File: src/rtl/sodor_arb_pkg.sv
// Shared types and widths for the Sodor data-memory arbiter.
package sodor_arb_pkg;

    localparam int unsigned DMEM_ADDR_W = 32;
    localparam int unsigned DMEM_DATA_W = 32;
    localparam int unsigned MEM_TYP_W   = 3;

    typedef enum logic [1:0] {
        IDLE  = 2'd0,
        ISSUE = 2'd1,
        WAIT  = 2'd2
    } state_t;

    typedef struct packed {
        logic [DMEM_ADDR_W-1:0] addr;
        logic [DMEM_DATA_W-1:0] data;
        logic                   wen;
        logic [MEM_TYP_W-1:0]   typ;
    } req_t;

endpackage

File: src/rtl/sodor_dmem_arbiter_if.sv
// Requester and memory-side bus of the data-memory arbiter.
// slave = arbiter view, master = surrounding harness (requesters + memory model).
interface sodor_dmem_arbiter_if #(
    parameter int unsigned ADDR_W = sodor_arb_pkg::DMEM_ADDR_W,
    parameter int unsigned DATA_W = sodor_arb_pkg::DMEM_DATA_W
);
    import sodor_arb_pkg::*;

    logic [1:0]             rq_valid;
    logic [1:0]             rq_ready;
    logic [2*ADDR_W-1:0]    rq_addr;
    logic [2*DATA_W-1:0]    rq_data;
    logic [1:0]             rq_wen;
    logic [2*MEM_TYP_W-1:0] rq_typ;

    logic [1:0]             rs_valid;
    logic [DATA_W-1:0]      rs_data;
    logic                   rs_err;

    logic                   mem_req_valid;
    logic [ADDR_W-1:0]      mem_req_addr;
    logic [DATA_W-1:0]      mem_req_data;
    logic                   mem_req_write_en;
    logic [MEM_TYP_W-1:0]   mem_req_typ;
    logic                   mem_resp_valid;
    logic [DATA_W-1:0]      mem_resp_data;

    modport slave (
        input  rq_valid, rq_addr, rq_data, rq_wen, rq_typ,
        output rq_ready, rs_valid, rs_data, rs_err,
        output mem_req_valid, mem_req_addr, mem_req_data, mem_req_write_en, mem_req_typ,
        input  mem_resp_valid, mem_resp_data
    );

    modport master (
        output rq_valid, rq_addr, rq_data, rq_wen, rq_typ,
        input  rq_ready, rs_valid, rs_data, rs_err,
        input  mem_req_valid, mem_req_addr, mem_req_data, mem_req_write_en, mem_req_typ,
        output mem_resp_valid, mem_resp_data
    );

endinterface

File: src/rtl/sodor_dmem_arbiter_rr_arb2.sv
// Two-way round-robin picker: a lone request wins, a tie goes to prio.
module sodor_rr_arb2 (
    input  logic [1:0] valid,
    input  logic       prio,
    output logic [1:0] grant_c
);

    assign grant_c[0] = valid[0] & (~valid[1] | ~prio);
    assign grant_c[1] = valid[1] & (~valid[0] |  prio);

endmodule

File: src/rtl/sodor_dmem_arbiter.sv
// Serialises two requesters onto the single Sodor data-memory port,
// one transaction at a time, with a read timeout that returns an error.
module sodor_dmem_arbiter
    import sodor_arb_pkg::*;
#(
    parameter int unsigned ADDR_W  = DMEM_ADDR_W,
    parameter int unsigned DATA_W  = DMEM_DATA_W,
    parameter int unsigned TIMEOUT = 16
) (
    input  logic                clk,
    input  logic                reset,
    sodor_dmem_arbiter_if.slave bus,
    output logic                busy,
    output logic                grant_id
);

    localparam int unsigned      CNT_W    = (TIMEOUT > 1) ? $clog2(TIMEOUT) : 1;
    localparam logic [CNT_W-1:0] CNT_LAST = CNT_W'(TIMEOUT - 1);

    state_t            state;
    req_t              req_q;
    logic              prio;
    logic [CNT_W-1:0]  cnt;
    logic [1:0]        rs_valid;
    logic [DATA_W-1:0] rs_data;
    logic              rs_err;
    logic              mem_req_valid;
    logic              mem_req_write_en;

    logic [1:0]        pick_c;
    logic [1:0]        ready_c;
    logic              accept_c;
    logic              gidx_c;
    req_t              sel_c;

    sodor_rr_arb2 u_pick (
        .valid   (bus.rq_valid),
        .prio    (prio),
        .grant_c (pick_c)
    );

    // Ready is withheld while a response pulse is out, so accepts never run back to back.
    assign ready_c  = (state == IDLE && rs_valid == 2'b00) ? pick_c : 2'b00;
    assign accept_c = |(bus.rq_valid & ready_c);
    assign gidx_c   = ready_c[1];

    // Request fields of whichever requester is being readied.
    always_comb begin
        sel_c = '0;
        if (gidx_c) begin
            sel_c.addr = DMEM_ADDR_W'(bus.rq_addr[2*ADDR_W-1 -: ADDR_W]);
            sel_c.data = DMEM_DATA_W'(bus.rq_data[2*DATA_W-1 -: DATA_W]);
            sel_c.wen  = bus.rq_wen[1];
            sel_c.typ  = bus.rq_typ[2*MEM_TYP_W-1 -: MEM_TYP_W];
        end else begin
            sel_c.addr = DMEM_ADDR_W'(bus.rq_addr[ADDR_W-1:0]);
            sel_c.data = DMEM_DATA_W'(bus.rq_data[DATA_W-1:0]);
            sel_c.wen  = bus.rq_wen[0];
            sel_c.typ  = bus.rq_typ[MEM_TYP_W-1:0];
        end
    end

    // Transaction FSM; write_en idles high because the memory reads whenever it is low.
    always_ff @(posedge clk or posedge reset) begin
        if (reset) begin
            state            <= IDLE;
            prio             <= 1'b0;
            grant_id         <= 1'b0;
            cnt              <= '0;
            req_q            <= '0;
            busy             <= 1'b0;
            mem_req_valid    <= 1'b0;
            mem_req_write_en <= 1'b1;
            rs_valid         <= '0;
            rs_data          <= '0;
            rs_err           <= 1'b0;
        end else begin
            mem_req_valid    <= 1'b0;
            mem_req_write_en <= 1'b1;
            rs_valid         <= '0;
            rs_err           <= 1'b0;
            unique case (state)
                IDLE: begin
                    if (accept_c) begin
                        req_q            <= sel_c;
                        grant_id         <= gidx_c;
                        mem_req_valid    <= 1'b1;
                        mem_req_write_en <= sel_c.wen;
                        busy             <= 1'b1;
                        state            <= ISSUE;
                    end
                end
                ISSUE: begin
                    if (req_q.wen) begin
                        rs_valid[grant_id] <= 1'b1;
                        rs_data            <= '0;
                        prio               <= ~grant_id;
                        busy               <= 1'b0;
                        state              <= IDLE;
                    end else begin
                        cnt   <= '0;
                        state <= WAIT;
                    end
                end
                WAIT: begin
                    if (bus.mem_resp_valid) begin
                        rs_valid[grant_id] <= 1'b1;
                        rs_data            <= bus.mem_resp_data;
                        prio               <= ~grant_id;
                        busy               <= 1'b0;
                        state              <= IDLE;
                    end else if (cnt == CNT_LAST) begin
                        rs_valid[grant_id] <= 1'b1;
                        rs_err             <= 1'b1;
                        rs_data            <= '0;
                        prio               <= ~grant_id;
                        busy               <= 1'b0;
                        state              <= IDLE;
                    end else if (cnt != '1) begin
                        cnt <= cnt + CNT_W'(1);
                    end
                end
                default: begin
                    busy  <= 1'b0;
                    state <= IDLE;
                end
            endcase
        end
    end

    assign bus.rq_ready         = ready_c;
    assign bus.rs_valid         = rs_valid;
    assign bus.rs_data          = rs_data;
    assign bus.rs_err           = rs_err;
    assign bus.mem_req_valid    = mem_req_valid;
    assign bus.mem_req_write_en = mem_req_write_en;
    assign bus.mem_req_addr     = ADDR_W'(req_q.addr);
    assign bus.mem_req_data     = DATA_W'(req_q.data);
    assign bus.mem_req_typ      = req_q.typ;

endmodule

File: src/flat_wrapper.sv
// flat-port wrapper written by rule: the top's interface ports become plain ports
module sodor_dmem_arbiter_flat import sodor_arb_pkg::*;
#(
    parameter int unsigned ADDR_W  = DMEM_ADDR_W,
    parameter int unsigned DATA_W  = DMEM_DATA_W,
    parameter int unsigned TIMEOUT = 16
)
  (clk, reset, busy, grant_id, bus_rq_valid, bus_rq_addr, bus_rq_data, bus_rq_wen, bus_rq_typ, bus_rq_ready, bus_rs_valid, bus_rs_data, bus_rs_err, bus_mem_req_valid, bus_mem_req_addr, bus_mem_req_data, bus_mem_req_write_en, bus_mem_req_typ, bus_mem_resp_valid, bus_mem_resp_data);
  sodor_dmem_arbiter_if #(.ADDR_W(ADDR_W), .DATA_W(DATA_W)) bus_i ();
  input  logic clk;
  input  logic reset;
  output logic busy;
  output logic grant_id;
  input wire logic [$bits(bus_i.rq_valid)-1:0] bus_rq_valid;
  input wire logic [$bits(bus_i.rq_addr)-1:0] bus_rq_addr;
  input wire logic [$bits(bus_i.rq_data)-1:0] bus_rq_data;
  input wire logic [$bits(bus_i.rq_wen)-1:0] bus_rq_wen;
  input wire logic [$bits(bus_i.rq_typ)-1:0] bus_rq_typ;
  output wire logic [$bits(bus_i.rq_ready)-1:0] bus_rq_ready;
  output wire logic [$bits(bus_i.rs_valid)-1:0] bus_rs_valid;
  output wire logic [$bits(bus_i.rs_data)-1:0] bus_rs_data;
  output wire logic [$bits(bus_i.rs_err)-1:0] bus_rs_err;
  output wire logic [$bits(bus_i.mem_req_valid)-1:0] bus_mem_req_valid;
  output wire logic [$bits(bus_i.mem_req_addr)-1:0] bus_mem_req_addr;
  output wire logic [$bits(bus_i.mem_req_data)-1:0] bus_mem_req_data;
  output wire logic [$bits(bus_i.mem_req_write_en)-1:0] bus_mem_req_write_en;
  output wire logic [$bits(bus_i.mem_req_typ)-1:0] bus_mem_req_typ;
  input wire logic [$bits(bus_i.mem_resp_valid)-1:0] bus_mem_resp_valid;
  input wire logic [$bits(bus_i.mem_resp_data)-1:0] bus_mem_resp_data;
  assign bus_i.rq_valid = bus_rq_valid;
  assign bus_i.rq_addr = bus_rq_addr;
  assign bus_i.rq_data = bus_rq_data;
  assign bus_i.rq_wen = bus_rq_wen;
  assign bus_i.rq_typ = bus_rq_typ;
  assign bus_rq_ready = bus_i.rq_ready;
  assign bus_rs_valid = bus_i.rs_valid;
  assign bus_rs_data = bus_i.rs_data;
  assign bus_rs_err = bus_i.rs_err;
  assign bus_mem_req_valid = bus_i.mem_req_valid;
  assign bus_mem_req_addr = bus_i.mem_req_addr;
  assign bus_mem_req_data = bus_i.mem_req_data;
  assign bus_mem_req_write_en = bus_i.mem_req_write_en;
  assign bus_mem_req_typ = bus_i.mem_req_typ;
  assign bus_i.mem_resp_valid = bus_mem_resp_valid;
  assign bus_i.mem_resp_data = bus_mem_resp_data;
  sodor_dmem_arbiter #(.ADDR_W(ADDR_W), .DATA_W(DATA_W), .TIMEOUT(TIMEOUT)) u_core (.clk(clk), .reset(reset), .bus(bus_i), .busy(busy), .grant_id(grant_id));
endmodule
File: config.mk
export PLATFORM = sky130hd
export DESIGN_NAME = sodor_dmem_arbiter_flat
export DESIGN_NICKNAME = d
export VERILOG_FILES = /design/src/rtl/sodor_arb_pkg.sv /design/src/rtl/sodor_dmem_arbiter_if.sv /design/src/rtl/sodor_dmem_arbiter_rr_arb2.sv /design/src/rtl/sodor_dmem_arbiter.sv /design/src/flat_wrapper.sv
export SDC_FILE = /design/constraint.sdc
export NUM_CORES = 1
export LEC_CHECK = 0
export CORE_AREA = 2 2 130 132
export DETAILED_ROUTE_END_ITERATION = 16
export DIE_AREA = 0 0 132 134
export PLACE_DENSITY = 0.71
export SLEW_MARGIN = 20
export SYNTH_ARGS = -nofsm -noshare
export SYNTH_HDL_FRONTEND = slang
export SYNTH_SLANG_ARGS = --single-unit
export TNS_END_PERCENT = 20
File: constraint.sdc
create_clock -name clk -period 5.85 [get_ports clk]
set_clock_uncertainty 0.15 [all_clocks]
set_input_delay 1.17 -clock clk [delete_from_list [all_inputs] [get_ports clk]]
set_output_delay 1.17 -clock clk [all_outputs]
set_load 0.02 [all_outputs]
==> insert_results.sql <==
INSERT INTO impl_metrics (metric_group, metric, value, unit) VALUES
('status', 'run_status', 'complete, no violations', ''),
('flow_run', 'max_cap_viol_count', '0', ''),
('yosys', 'synth.yosys.seq_area_share', '50.6', '%'),
('worst_setup_path', 'setup.worst_path.start_class', 'primary input', ''),
('floorplan', 'boundaryPins', '281', ''),
('yosys', 'mapped_nets', '752', ''),
('detailed_routing', 'ant_nets', '0', ''),
('layout', 'area_of_the_multi_input_gates', '0.00207', 'mm^2'),
('grt', 'track_usage', '17.6', '%'),
('detailed_routing', 'dr_total_vias', '4545', ''),
('floorplan', 'die-area', '0.0177', 'mm^2'),
('clock_tree', 'number_of_setup_buffers_added_after_cts', '0', ''),
('power_and_ir_drop', 'clockPowerShare', '25.6', '%'),
('yosys', 'synth_top_cell_by_area', 'sky130_fd_sc_hd__dfrtp_1', ''),
('grt', 'first_global_vias', '4529', ''),
('layout', 'seqCellArea', '0.00285', 'mm^2'),
('clock_tree', 'cts.htree.levels', '4', ''),
('detailed_routing', 'routed_wl', '15200', 'um'),
('layout', 'post_layout_nonfiller_instances', '1013', ''),
('layout', 'most_common_cell_after_layout_fill_and_taps_aside', 'sky130_fd_sc_hd__clkdlybuf4s50_1', ''),
('layout', 'n_fill_cell', '1526', ''),
('power_and_ir_drop', 'p_per_area', '508', 'mW/mm^2'),
('detailed_routing', 'dr.first_iter.drc_count', '154', ''),
('layout', 'drive_gt1_share', '6.18', '%'),
('worst_setup_path', 'path_common_cell', 'sky130_fd_sc_hd__clkdlybuf4s50_1', ''),
('yosys', 'synth-async-reset-ratio', '100', '%'),
('layout', 'final_stage_net_count', '957', ''),
('power_and_ir_drop', 'total_switching_power', '1.66', 'mW'),
('worst_setup_path', 'crit_path_end_kind', 'output port', ''),
('clock_tree', 'tritoncts.num_buffers', '17', ''),
('power_and_ir_drop', 'power.share.sequential', '28.8', '%'),
('place', 'dp_cells', '981', ''),
('worst_setup_path', 'cp_peak_stage_delay', '0.68', 'ns'),
('power_and_ir_drop', 'p_leak', '3.86', 'nW'),
('worst_setup_path', 'required', '4.53', 'ns'),
('grt', 'maximum_number_of_pins_on_one_net_before_global_route_repair', '81', ''),
('sta', 'hold_violations', '0', ''),
('yosys', 'synth_cells', '575', ''),
('layout', 'flow.area_growth_from_synthesis', '55.0', '%'),
('clock_tree', 'clock_sink_count', '114', ''),
('power_and_ir_drop', 'p_int', '2.79', 'mW'),
('yosys', 'synth_enable_flop_cells', '0', ''),
('yosys', 'synth_seq_cells', '114', ''),
('layout', 'layout_common_cells', '280 x sky130_fd_sc_hd__clkdlybuf4s50_1, 139 x sky130_fd_sc_hd__nand2_1, 113 x sky130_fd_sc_hd__dfrtp_1', ''),
('power_and_ir_drop', 'total_power', '4.44', 'mW'),
('sta', 'max_clock_freq', '240', 'MHz'),
('floorplan', 'floorplan.initialDensity', '34.6', '%'),
('clock_tree', 'clock_path_buffers', '2', ''),
('worst_setup_path', 'path_max_fanout', '5', ''),
('sta', 'finalHoldWorstSlack', '0.324', 'ns'),
('clock_tree', 'clock_tree.root_cell', 'sky130_fd_sc_hd__clkbuf_16', ''),
('power_and_ir_drop', 'power_frac_comb', '45.7', '%'),
('yosys', 'ys.flop_type', 'sky130_fd_sc_hd__dfrtp_1', ''),
('sta', 'drv_slew', '0', ''),
('grt', 'initial_antenna_violation_count', '0', ''),
('clock_tree', 'clkSlewWorstSetupHoldPaths', '0.05', 'ns'),
('yosys', 'syn_area', '0.00564', 'mm^2'),
('power_and_ir_drop', 'vdd.ir_drop.worst', '0.340', 'mV'),
('detailed_routing', 'drt_first_pass_iters', '4', ''),
('sta', 'finalSetupViolations', '0', ''),
('clock_tree', 'tritoncts_clock_tree', 'yes', ''),
('sta', 'final_critical_period', '4.16', 'ns'),
('place', 'place_congestion', '0.756', ''),
('sta', 'period_share', '71.2', '%'),
('yosys', 'synthDominantCellAreaShare', '50.1', '%'),
('grt', 'grt_remaining_overflow', '0', ''),
('floorplan', 'placeableCoreArea', '0.0163', 'mm^2'),
('sta', 'slew_headroom', '38.2', '%'),
('worst_setup_path', 'worst_path_max_delay_cell', 'sky130_fd_sc_hd__clkdlybuf4s50_1', ''),
('yosys', 'post_synth_num_cell_types', '34', ''),
('yosys', 'synth_warnings', '0', '');
==> path summary, 6_finish.rpt <==
check / to / cells after the start / from / slack, ns
max: bus_rq_ready[1] / 4 / bus_rq_valid[1] / 1.69
min: u_core.bus.mem_req_data[29] / 2 / u_core.bus.mem_req_data[29] / 0.32
max reg2reg: u_core.req_q[3] / 5 / u_core.prio / 3.46
min reg2reg: u_core.bus.mem_req_data[29] / 2 / u_core.bus.mem_req_data[29] / 0.32
max in group asynchronous: u_core.bus.mem_req_addr[21] / 3 / reset / 3.43
min in group asynchronous: u_core.bus.rs_data[28] / 2 / reset / 1.12
==> layout make-up <==
| class | instances | share of cell area, % |
|---|---|---|
| multi-input cells | 353 | 23.6 |
| inverters | 7 | 0.358 |
| repair buffers | 287 | 32.7 |
| clock inverters | 8 | 1.67 |
| well taps | 220 | 3.15 |
| clock buffers | 24 | 5.85 |
| flip-flops and latches | 114 | 32.7 |
==> cells by family (layout without fill, tap and decap cells) <==
| logic type | after synthesis | in the layout | share of synthesized area, % |
|---|---|---|---|
| multiplexers | 69 | 69 | 12.3 |
| AO/OA/AOI/OAI | 119 | 119 | 11.0 |
| AND/OR/NAND/NOR | 161 | 161 | 11.7 |
| buffers and inverters | 108 | 326 | 13.5 |
| adder cells (fa/ha/maj) | 4 | 4 | 0.888 |
| flip-flops | 114 | 114 | 50.6 |
==> power by group through the flow <==
stage / Clock, mW / Combinational, mW / Sequential, mW
after floorplan: 0 / 1.47 / 1.32
after global placement: 0 / 2.03 / 1.28
after detailed placement: 0 / 2.06 / 1.29
after CTS: 1.16 / 2.07 / 1.28
after global routing: 1.20 / 2.22 / 1.32
final: 1.14 / 2.03 / 1.28
==> per-layer routing <==
layer,global-route usage [%],up-vias,share of wire (%)
met1,21.6,2083,42
met3,6.65,26,7.9
met2,28.2,171,48
li1,-,2265,-
met5,0,-,0
met4,6.64,0,2.3
==> per-stage QoR <==
stage | setup slack (ns) | instance area, um^2
global route | 1.55 | 8740
global placement | 1.63 | 8080
finish | 1.69 | 8740
detailed placement | 1.64 | 8080
CTS | 1.64 | 8740
floorplan | 1.52 | 5640
==> sequential cells by signal (all words and copies together) (netlist names), 2 cells and up <==
name,cells
u_core.cnt,4
u_core.bus.mem_req_typ,3
u_core.bus.rs_data,32
u_core.bus.mem_req_data,32
u_core.bus.rs_valid,2
u_core.bus.mem_req_addr,32
u_core.state,2
==> Yosys cell counts, types with 3 or more instances <==
cell type and number:
sky130_fd_sc_hd__mux2i_1 68, sky130_fd_sc_hd__nor2_1 8, sky130_fd_sc_hd__buf_4 78, sky130_fd_sc_hd__clkbuf_1 12, sky130_fd_sc_hd__dfrtp_1 113, sky130_fd_sc_hd__inv_1 6
sky130_fd_sc_hd__a31oi_1 3, sky130_fd_sc_hd__buf_6 6, sky130_fd_sc_hd__buf_2 4, sky130_fd_sc_hd__nand2_1 139, sky130_fd_sc_hd__a21oi_1 5, sky130_fd_sc_hd__o21ai_0 93
sky130_fd_sc_hd__o21ai_1 12, sky130_fd_sc_hd__ha_1 4
==> critical path, delay by kind of cell <==
family,cells,cell delay (ns)
AND/OR/NAND/NOR,1,0.28
AO/OA/AOI/OAI,1,0.09
buffers and inverters,2,1.31
(Power assumes the default switching activity.)
